File: src/rtl/pong_pkg.sv
// Shared match-phase encoding and default game tuning for the pong match sequencer.
package pong_pkg;

    localparam int STATE_W = 3;

    typedef enum logic [STATE_W-1:0] {
        ST_NEWGAME = 3'd0,
        ST_SERVE   = 3'd1,
        ST_PLAY    = 3'd2,
        ST_POINT   = 3'd3,
        ST_OVER    = 3'd4
    } match_state_t;

    localparam int DEF_WIN_SCORE    = 5;
    localparam int DEF_SERVE_FRAMES = 60;
    localparam int DEF_POINT_FRAMES = 90;

endpackage

File: src/rtl/pong_match_ctrl_if.sv
// Graphics-side and overlay-side signals of the match sequencer; master = sequencer.
// Plain levels and pulses, no flow control.
interface pong_match_ctrl_if
    import pong_pkg::*;
#(
    parameter int SCORE_W = 4,
    parameter int RALLY_W = 8
);
    logic               frame_tick;
    logic               start_btn;
    logic               l_win;
    logic               r_win;
    logic               hit;
    logic               gra_still;
    logic [SCORE_W-1:0] l_score;
    logic [SCORE_W-1:0] r_score;
    logic [RALLY_W-1:0] rally;
    logic [STATE_W-1:0] state;
    logic               game_over;
    logic               winner;
    logic               point_pulse;

    modport master (
        input  frame_tick, start_btn, l_win, r_win, hit,
        output gra_still, l_score, r_score, rally, state, game_over, winner, point_pulse
    );

    modport slave (
        output frame_tick, start_btn, l_win, r_win, hit,
        input  gra_still, l_score, r_score, rally, state, game_over, winner, point_pulse
    );
endinterface

File: src/rtl/pong_match_ctrl_btn_edge.sv
// Two-flop synchronizer plus rising-edge detector for an asynchronous button level.
// rise is valid 2 clocks after the input rises and is held off until the button is seen released after reset.
module btn_edge (
    input  logic clk,
    input  logic reset,
    input  logic btn,
    output logic rise
);
    logic       sync1;
    logic       sync2;
    logic       prev;
    logic       armed;
    logic [1:0] fill;

    always_ff @(posedge clk or negedge reset) begin
        if (!reset) begin
            sync1 <= 1'b0;
            sync2 <= 1'b0;
            prev  <= 1'b0;
            armed <= 1'b0;
            fill  <= 2'b00;
        end else begin
            sync1 <= btn;
            sync2 <= sync1;
            prev  <= sync2;
            fill  <= {fill[0], 1'b1};
            // Arm only once sync2 carries a real sample that shows the button released,
            // so a button held through reset release never counts as a press.
            if (fill[1] && !sync2)
                armed <= 1'b1;
        end
    end

    assign rise = sync2 & ~prev & armed;
endmodule

File: src/rtl/pong_match_ctrl.sv
// Match sequencer: scores, rally count and game phase for two-player pong.
// All outputs registered; a win level in PLAY shows up one clock later; no backpressure.
module pong_match_ctrl
    import pong_pkg::*;
#(
    parameter int WIN_SCORE    = DEF_WIN_SCORE,
    parameter int SCORE_W      = 4,
    parameter int SERVE_FRAMES = DEF_SERVE_FRAMES,
    parameter int POINT_FRAMES = DEF_POINT_FRAMES,
    parameter int CNT_W        = 7,
    parameter int RALLY_W      = 8
) (
    input  logic              clk,
    input  logic              reset,
    pong_match_ctrl_if.master bus
);
    localparam logic [SCORE_W-1:0] WIN_VAL    = SCORE_W'(WIN_SCORE);
    localparam logic [CNT_W-1:0]   SERVE_LOAD = CNT_W'(SERVE_FRAMES - 1);
    localparam logic [CNT_W-1:0]   POINT_LOAD = CNT_W'(POINT_FRAMES - 1);
    localparam logic [RALLY_W-1:0] RALLY_MAX  = {RALLY_W{1'b1}};

    match_state_t       state_q, state_d;
    logic [CNT_W-1:0]   cnt_q, cnt_d;
    logic [SCORE_W-1:0] l_score_q, l_score_d;
    logic [SCORE_W-1:0] r_score_q, r_score_d;
    logic [SCORE_W-1:0] l_inc, r_inc;
    logic [RALLY_W-1:0] rally_q, rally_d;
    logic               winner_q, winner_d;
    logic               pulse_q, pulse_d;
    logic               gra_still_q;
    logic               game_over_q;
    logic               hit_q;
    logic               hit_rise;
    logic               start_rise;

    btn_edge u_start_edge (
        .clk   (clk),
        .reset (reset),
        .btn   (bus.start_btn),
        .rise  (start_rise)
    );

    // hit comes from the same-clock graphics block, so only the edge flop is needed.
    assign hit_rise = bus.hit & ~hit_q;

    always_ff @(posedge clk or negedge reset) begin
        if (!reset) begin
            state_q     <= ST_NEWGAME;
            cnt_q       <= '0;
            l_score_q   <= '0;
            r_score_q   <= '0;
            rally_q     <= '0;
            winner_q    <= 1'b0;
            pulse_q     <= 1'b0;
            gra_still_q <= 1'b1;
            game_over_q <= 1'b0;
            hit_q       <= 1'b0;
        end else begin
            state_q     <= state_d;
            cnt_q       <= cnt_d;
            l_score_q   <= l_score_d;
            r_score_q   <= r_score_d;
            rally_q     <= rally_d;
            winner_q    <= winner_d;
            pulse_q     <= pulse_d;
            gra_still_q <= (state_d != ST_PLAY);
            game_over_q <= (state_d == ST_OVER);
            hit_q       <= bus.hit;
        end
    end

    always_comb begin
        state_d   = state_q;
        cnt_d     = cnt_q;
        l_score_d = l_score_q;
        r_score_d = r_score_q;
        rally_d   = rally_q;
        winner_d  = winner_q;
        pulse_d   = 1'b0;
        l_inc     = l_score_q + SCORE_W'(1);
        r_inc     = r_score_q + SCORE_W'(1);

        case (state_q)
            ST_NEWGAME: begin
                l_score_d = '0;
                r_score_d = '0;
                rally_d   = '0;
                if (start_rise) begin
                    state_d = ST_SERVE;
                    cnt_d   = SERVE_LOAD;
                end
            end

            ST_SERVE: begin
                if (bus.frame_tick) begin
                    if (cnt_q == '0)
                        state_d = ST_PLAY;
                    else
                        cnt_d = cnt_q - CNT_W'(1);
                end
            end

            ST_PLAY: begin
                if (hit_rise && rally_q != RALLY_MAX)
                    rally_d = rally_q + RALLY_W'(1);
                // Leaving PLAY on the scoring edge is what makes a held win level count once.
                if (bus.l_win) begin
                    l_score_d = l_inc;
                    pulse_d   = 1'b1;
                    if (l_inc == WIN_VAL) begin
                        state_d  = ST_OVER;
                        winner_d = 1'b0;
                    end else begin
                        state_d = ST_POINT;
                        cnt_d   = POINT_LOAD;
                    end
                end else if (bus.r_win) begin
                    r_score_d = r_inc;
                    pulse_d   = 1'b1;
                    if (r_inc == WIN_VAL) begin
                        state_d  = ST_OVER;
                        winner_d = 1'b1;
                    end else begin
                        state_d = ST_POINT;
                        cnt_d   = POINT_LOAD;
                    end
                end
            end

            ST_POINT: begin
                if (bus.frame_tick) begin
                    if (cnt_q == '0) begin
                        state_d = ST_SERVE;
                        cnt_d   = SERVE_LOAD;
                        rally_d = '0;
                    end else begin
                        cnt_d = cnt_q - CNT_W'(1);
                    end
                end
            end

            ST_OVER: begin
                if (start_rise) begin
                    state_d   = ST_NEWGAME;
                    l_score_d = '0;
                    r_score_d = '0;
                end
            end

            default: state_d = ST_NEWGAME;
        endcase
    end

    assign bus.gra_still   = gra_still_q;
    assign bus.l_score     = l_score_q;
    assign bus.r_score     = r_score_q;
    assign bus.rally       = rally_q;
    assign bus.state       = state_q;
    assign bus.game_over   = game_over_q;
    assign bus.winner      = winner_q;
    assign bus.point_pulse = pulse_q;
endmodule

File: src/flat_wrapper.sv
// flat-port wrapper written by rule: the top's interface ports become plain ports
module pong_match_ctrl_flat import pong_pkg::*;
#(
    parameter int WIN_SCORE    = DEF_WIN_SCORE,
    parameter int SCORE_W      = 4,
    parameter int SERVE_FRAMES = DEF_SERVE_FRAMES,
    parameter int POINT_FRAMES = DEF_POINT_FRAMES,
    parameter int CNT_W        = 7,
    parameter int RALLY_W      = 8
)
  (clk, reset, bus_frame_tick, bus_start_btn, bus_l_win, bus_r_win, bus_hit, bus_gra_still, bus_l_score, bus_r_score, bus_rally, bus_state, bus_game_over, bus_winner, bus_point_pulse);
  pong_match_ctrl_if #(.SCORE_W(SCORE_W), .RALLY_W(RALLY_W)) bus_i ();
  input  logic clk;
  input  logic reset;
  input wire logic [$bits(bus_i.frame_tick)-1:0] bus_frame_tick;
  input wire logic [$bits(bus_i.start_btn)-1:0] bus_start_btn;
  input wire logic [$bits(bus_i.l_win)-1:0] bus_l_win;
  input wire logic [$bits(bus_i.r_win)-1:0] bus_r_win;
  input wire logic [$bits(bus_i.hit)-1:0] bus_hit;
  output wire logic [$bits(bus_i.gra_still)-1:0] bus_gra_still;
  output wire logic [$bits(bus_i.l_score)-1:0] bus_l_score;
  output wire logic [$bits(bus_i.r_score)-1:0] bus_r_score;
  output wire logic [$bits(bus_i.rally)-1:0] bus_rally;
  output wire logic [$bits(bus_i.state)-1:0] bus_state;
  output wire logic [$bits(bus_i.game_over)-1:0] bus_game_over;
  output wire logic [$bits(bus_i.winner)-1:0] bus_winner;
  output wire logic [$bits(bus_i.point_pulse)-1:0] bus_point_pulse;
  assign bus_i.frame_tick = bus_frame_tick;
  assign bus_i.start_btn = bus_start_btn;
  assign bus_i.l_win = bus_l_win;
  assign bus_i.r_win = bus_r_win;
  assign bus_i.hit = bus_hit;
  assign bus_gra_still = bus_i.gra_still;
  assign bus_l_score = bus_i.l_score;
  assign bus_r_score = bus_i.r_score;
  assign bus_rally = bus_i.rally;
  assign bus_state = bus_i.state;
  assign bus_game_over = bus_i.game_over;
  assign bus_winner = bus_i.winner;
  assign bus_point_pulse = bus_i.point_pulse;
  pong_match_ctrl #(.WIN_SCORE(WIN_SCORE), .SCORE_W(SCORE_W), .SERVE_FRAMES(SERVE_FRAMES), .POINT_FRAMES(POINT_FRAMES), .CNT_W(CNT_W), .RALLY_W(RALLY_W)) u_core (.clk(clk), .reset(reset), .bus(bus_i));
endmodule
File: config.mk
export PLATFORM = sky130hd
export DESIGN_NAME = pong_match_ctrl_flat
export DESIGN_NICKNAME = d
export VERILOG_FILES = /design/src/rtl/pong_pkg.sv /design/src/rtl/pong_match_ctrl_if.sv /design/src/rtl/pong_match_ctrl_btn_edge.sv /design/src/rtl/pong_match_ctrl.sv /design/src/flat_wrapper.sv
export SDC_FILE = /design/constraint.sdc
export NUM_CORES = 1
export LEC_CHECK = 0
export ABC_AREA = 1
export CAP_MARGIN = 10
export CORE_UTILIZATION = 41
export CTS_CLUSTER_DIAMETER = 200
export DETAILED_ROUTE_END_ITERATION = 8
export GPL_TIMING_DRIVEN = 0
export PLACE_DENSITY = 0.69
export SLEW_MARGIN = 20
export SYNTH_ARGS = -nofsm -noshare
export SYNTH_HDL_FRONTEND = slang
export SYNTH_HIERARCHICAL = 1
export SYNTH_SLANG_ARGS = --single-unit
File: constraint.sdc
create_clock -name clk -period 2.01 [get_ports clk]
set_clock_uncertainty 0.2 [all_clocks]
set_input_delay 0.5025 -clock clk [delete_from_list [all_inputs] [get_ports clk]]
set_output_delay 0.5025 -clock clk [all_outputs]
set_load 0.05 [all_outputs]
==> flow_summary.yaml <==
placement:
  routabilityCongestion: 0.8367
  hpwl_mm: 3.283
  portBuffers: 29
setup_path:
  cp_num_cells: 1
  path_class: "register to output pin"
  timing.rr.end: "u_core/bus.rally[7]"
  crit_slowest_cell: "clkdlybuf4s15_1"
  rr_startpoint: "u_core/cnt_q[0]"
  critPathLaunch: "u_core/bus.state[2]"
  worst_path_dominant_cell_family: "buffers and inverters"
  crit_path_start_kind: "register"
  critPathBufInv: 1
  r2r_cells: 10
  cp-end-kind: "output pin"
  cpPeakStageDelay_ns: 0.54
  endpoint: "bus_state[2]"
  cp.arrival_ns: 1.26
  crit_fanout: 6
  reg2reg_slack_ns: 0.15
  crit_chain: "clkdlybuf4s15_1"
  crit_required_ns: 1.31
flow_run:
  maxCapViolations: 0
global_routing:
  grt_usage_pct: 17.47
  antenna_found_initial: 0
  grt.overflow.total: 0
  grt_pass1_vias: 1645
  grt_max_degree: 33
  grt_pass1_wl_mm: 7.279
final_layout:
  final_common_cell: "nand2_1"
  multiInputGateArea_um2: 1104
  area_delta_synth_final_pct: 22.92
  diodes: 0
  fillCellCount: 510
  nets: 334
  regArea_um2: 927.1
  drive_gt1_share_pct: 18.01
  layout_common_cells: "nand2_1 (80), dfrtp_1 (36), inv_1 (33)"
yosys:
  seq_area_frac_synth_pct: 42.46
  ys_warn_count: 6
  synth_cell_types: 31
  synth_adder_area_share_pct: 3.438
  synth-edff-count: 0
  synthTopCellsByArea: "dfrtp_1 (41%), nand2_1 (14%), nand3_1 (6.9%)"
  synth_compound_area_share_pct: 8.252
  synth_top_family_by_area: "simple AND/OR/NAND/NOR gates"
  synth_top_area_share_pct: 41.26
  synth_nets: 296
  synth_xor_area_share_pct: 1.203
  synth_top_flop_cell: "dfrtp_1"
  synth_area_um2: 2183
  synth-simple-area-share_pct: 36.91
  syn_inst: 283
  syn_avg_cell_area_um2: 7.715
  synth_top_cell_by_area: "dfrtp_1"
  ys_seq_elements: 37
  async_flop_share_pct: 100.0
  muxShareOfSynthArea_pct: 0
timing:
  grt_setup_unrepaired: "no"
  fin_hold_ws_ns: 0.1522
  min_period_ns: 1.965
  max_freq_mhz: 509.0
  slew_viol_final: 0
  setup_viol: 0
  period_share_pct: 97.74
  finalHoldViolCount: 0
clock_network:
  cts_buffer_depth: 2
  numCtsBuffers: 5
  clkTransAtPathRegs_ns: 0.07
  postCtsSetupBuffers: 0
  clkLatencyLatePin_ns: 0.29
  cts_tree: "built"
  htreeDepth: 2
  cts_root_buf: "clkbuf_8"
  clock_sinks: 37
die:
  fp.dieArea_um2: 5621
  die_w_um: 74.98
  io_pins: 30
  start_util_pct: 42.75
  core_um2: 5107
  dieHeight_um: 74.98
  rows: 26
routing:
  num_vias: 1912
  wl_mm: 4.413
  viasPerCell: 4.878
  drtIter0Drc: 80
  drc: 0
  route.antenna.remaining_nets: 0
  drtPass1Iterations: 4
  post_drt_wl_per_cell_um: 11.26
hold_path:
  hold_path_class: "register to register"
  hold-path-cell-count: 0
power_and_ir_drop:
  ir_worst_vdd_v: 0.0006233
  p_per_area_nw_per_um2: 1216
  cellLeakagePower_nw: 1.360
  power.total_w: 0.003265
status:
  status: "finished, final reports clean"
routing by layer:
metal	up-vias	track usage [%]	part of all wire (%)
li1	977	-	-
met1	904	23.53	50
met2	27	27.73	46
met3	4	4.016	2.5
met4	0	6.080	0.84
met5	-	0	0
state kept, by name (all words and copies together) (netlist names):
| register | cells |
|---|---|
| u_core/u_start_edge/armed | 1 |
| u_core/bus.rally | 8 |
| u_core/bus.gra_still | 1 |
| u_core/bus.l_score | 4 |
| u_core/cnt_q | 7 |
| u_core/bus.winner | 1 |
| u_core/bus.point_pulse | 1 |
| u_core/bus.game_over | 1 |
| u_core/u_start_edge/fill | 2 |
| u_core/bus.state | 3 |
| u_core/bus.r_score | 4 |
| u_core/u_start_edge/prev | 1 |
| u_core/u_start_edge/sync2 | 1 |
| u_core/u_start_edge/sync1 | 1 |
| u_core/hit_q | 1 |
cell type report:
class | count | share of cell area [%]
sequential | 37 | 34.55
inverter | 35 | 4.895
buffer | 3 | 1.259
clock buffer | 5 | 2.564
timing repair buffer | 31 | 9.930
clock inverter | 3 | 2.424
multi-input combinational | 208 | 41.12
tap | 70 | 3.263
timing repair:
action,4_1_cts,5_1_grt
hold endpoints to repair,5,0
setup endpoints to repair,23,21
gates resized for setup,29,20
pin swaps,0,0
hold buffers,1,0
synthesized netlist by cell type (all sizes together), types with 2 or more instances:
master	number
inv	35
nor2	32
nand2	94
a21boi	2
o21ai	21
ha	6
a21oi	3
xnor2	2
dfrtp	36
nand3	32
buf	3
nand4	8
power breakdown:
| group | total, W | switching, W | internal [W] |
|---|---|---|---|
| Sequential | 0.00101 | 0.000137 | 0.000873 |
| Clock | 0.000752 | 0.000259 | 0.000493 |
| Combinational | 0.00150 | 0.00100 | 0.000499 |
| Total | 0.00326 | 0.00140 | 0.00187 |
cell families after synthesis:
family / after synthesis
buffers and inverters: 38
adders and majority gates: 6
AOI/OAI and AO/OA: 30
other: 1
DFF: 37
xor gates and xnor gates: 3
and+or+nand+nor: 168
per-stage QoR:
step	instances	setup slack [ns]	TNS, ns	cell area (um^2)	util, %
floorplan	283	0.06262	0	2183	-
detailed placement	383	-0.1236	-1.264	2576	50.44
global placement	382	-0.6562	-25.06	2561	50.15
finish	392	0.04535	0	2684	52.55
CTS	392	0.003501	0	2699	52.84
global route	392	0.002170	0	2684	52.55
how the worst min path moves through the flow:
stage	startpoint	end
CTS	u_core/u_start_edge/fill[0]	u_core/u_start_edge/fill[1]
detailed placement	u_core/u_start_edge/fill[0]	u_core/u_start_edge/fill[1]
floorplan	reset	u_core/bus.game_over
global route	u_core/u_start_edge/fill[0]	u_core/u_start_edge/fill[1]
finish	u_core/u_start_edge/fill[0]	u_core/u_start_edge/fill[1]
global placement	u_core/u_start_edge/fill[0]	u_core/u_start_edge/fill[1]
No activity file was read; power rests on OpenSTA's default activity.
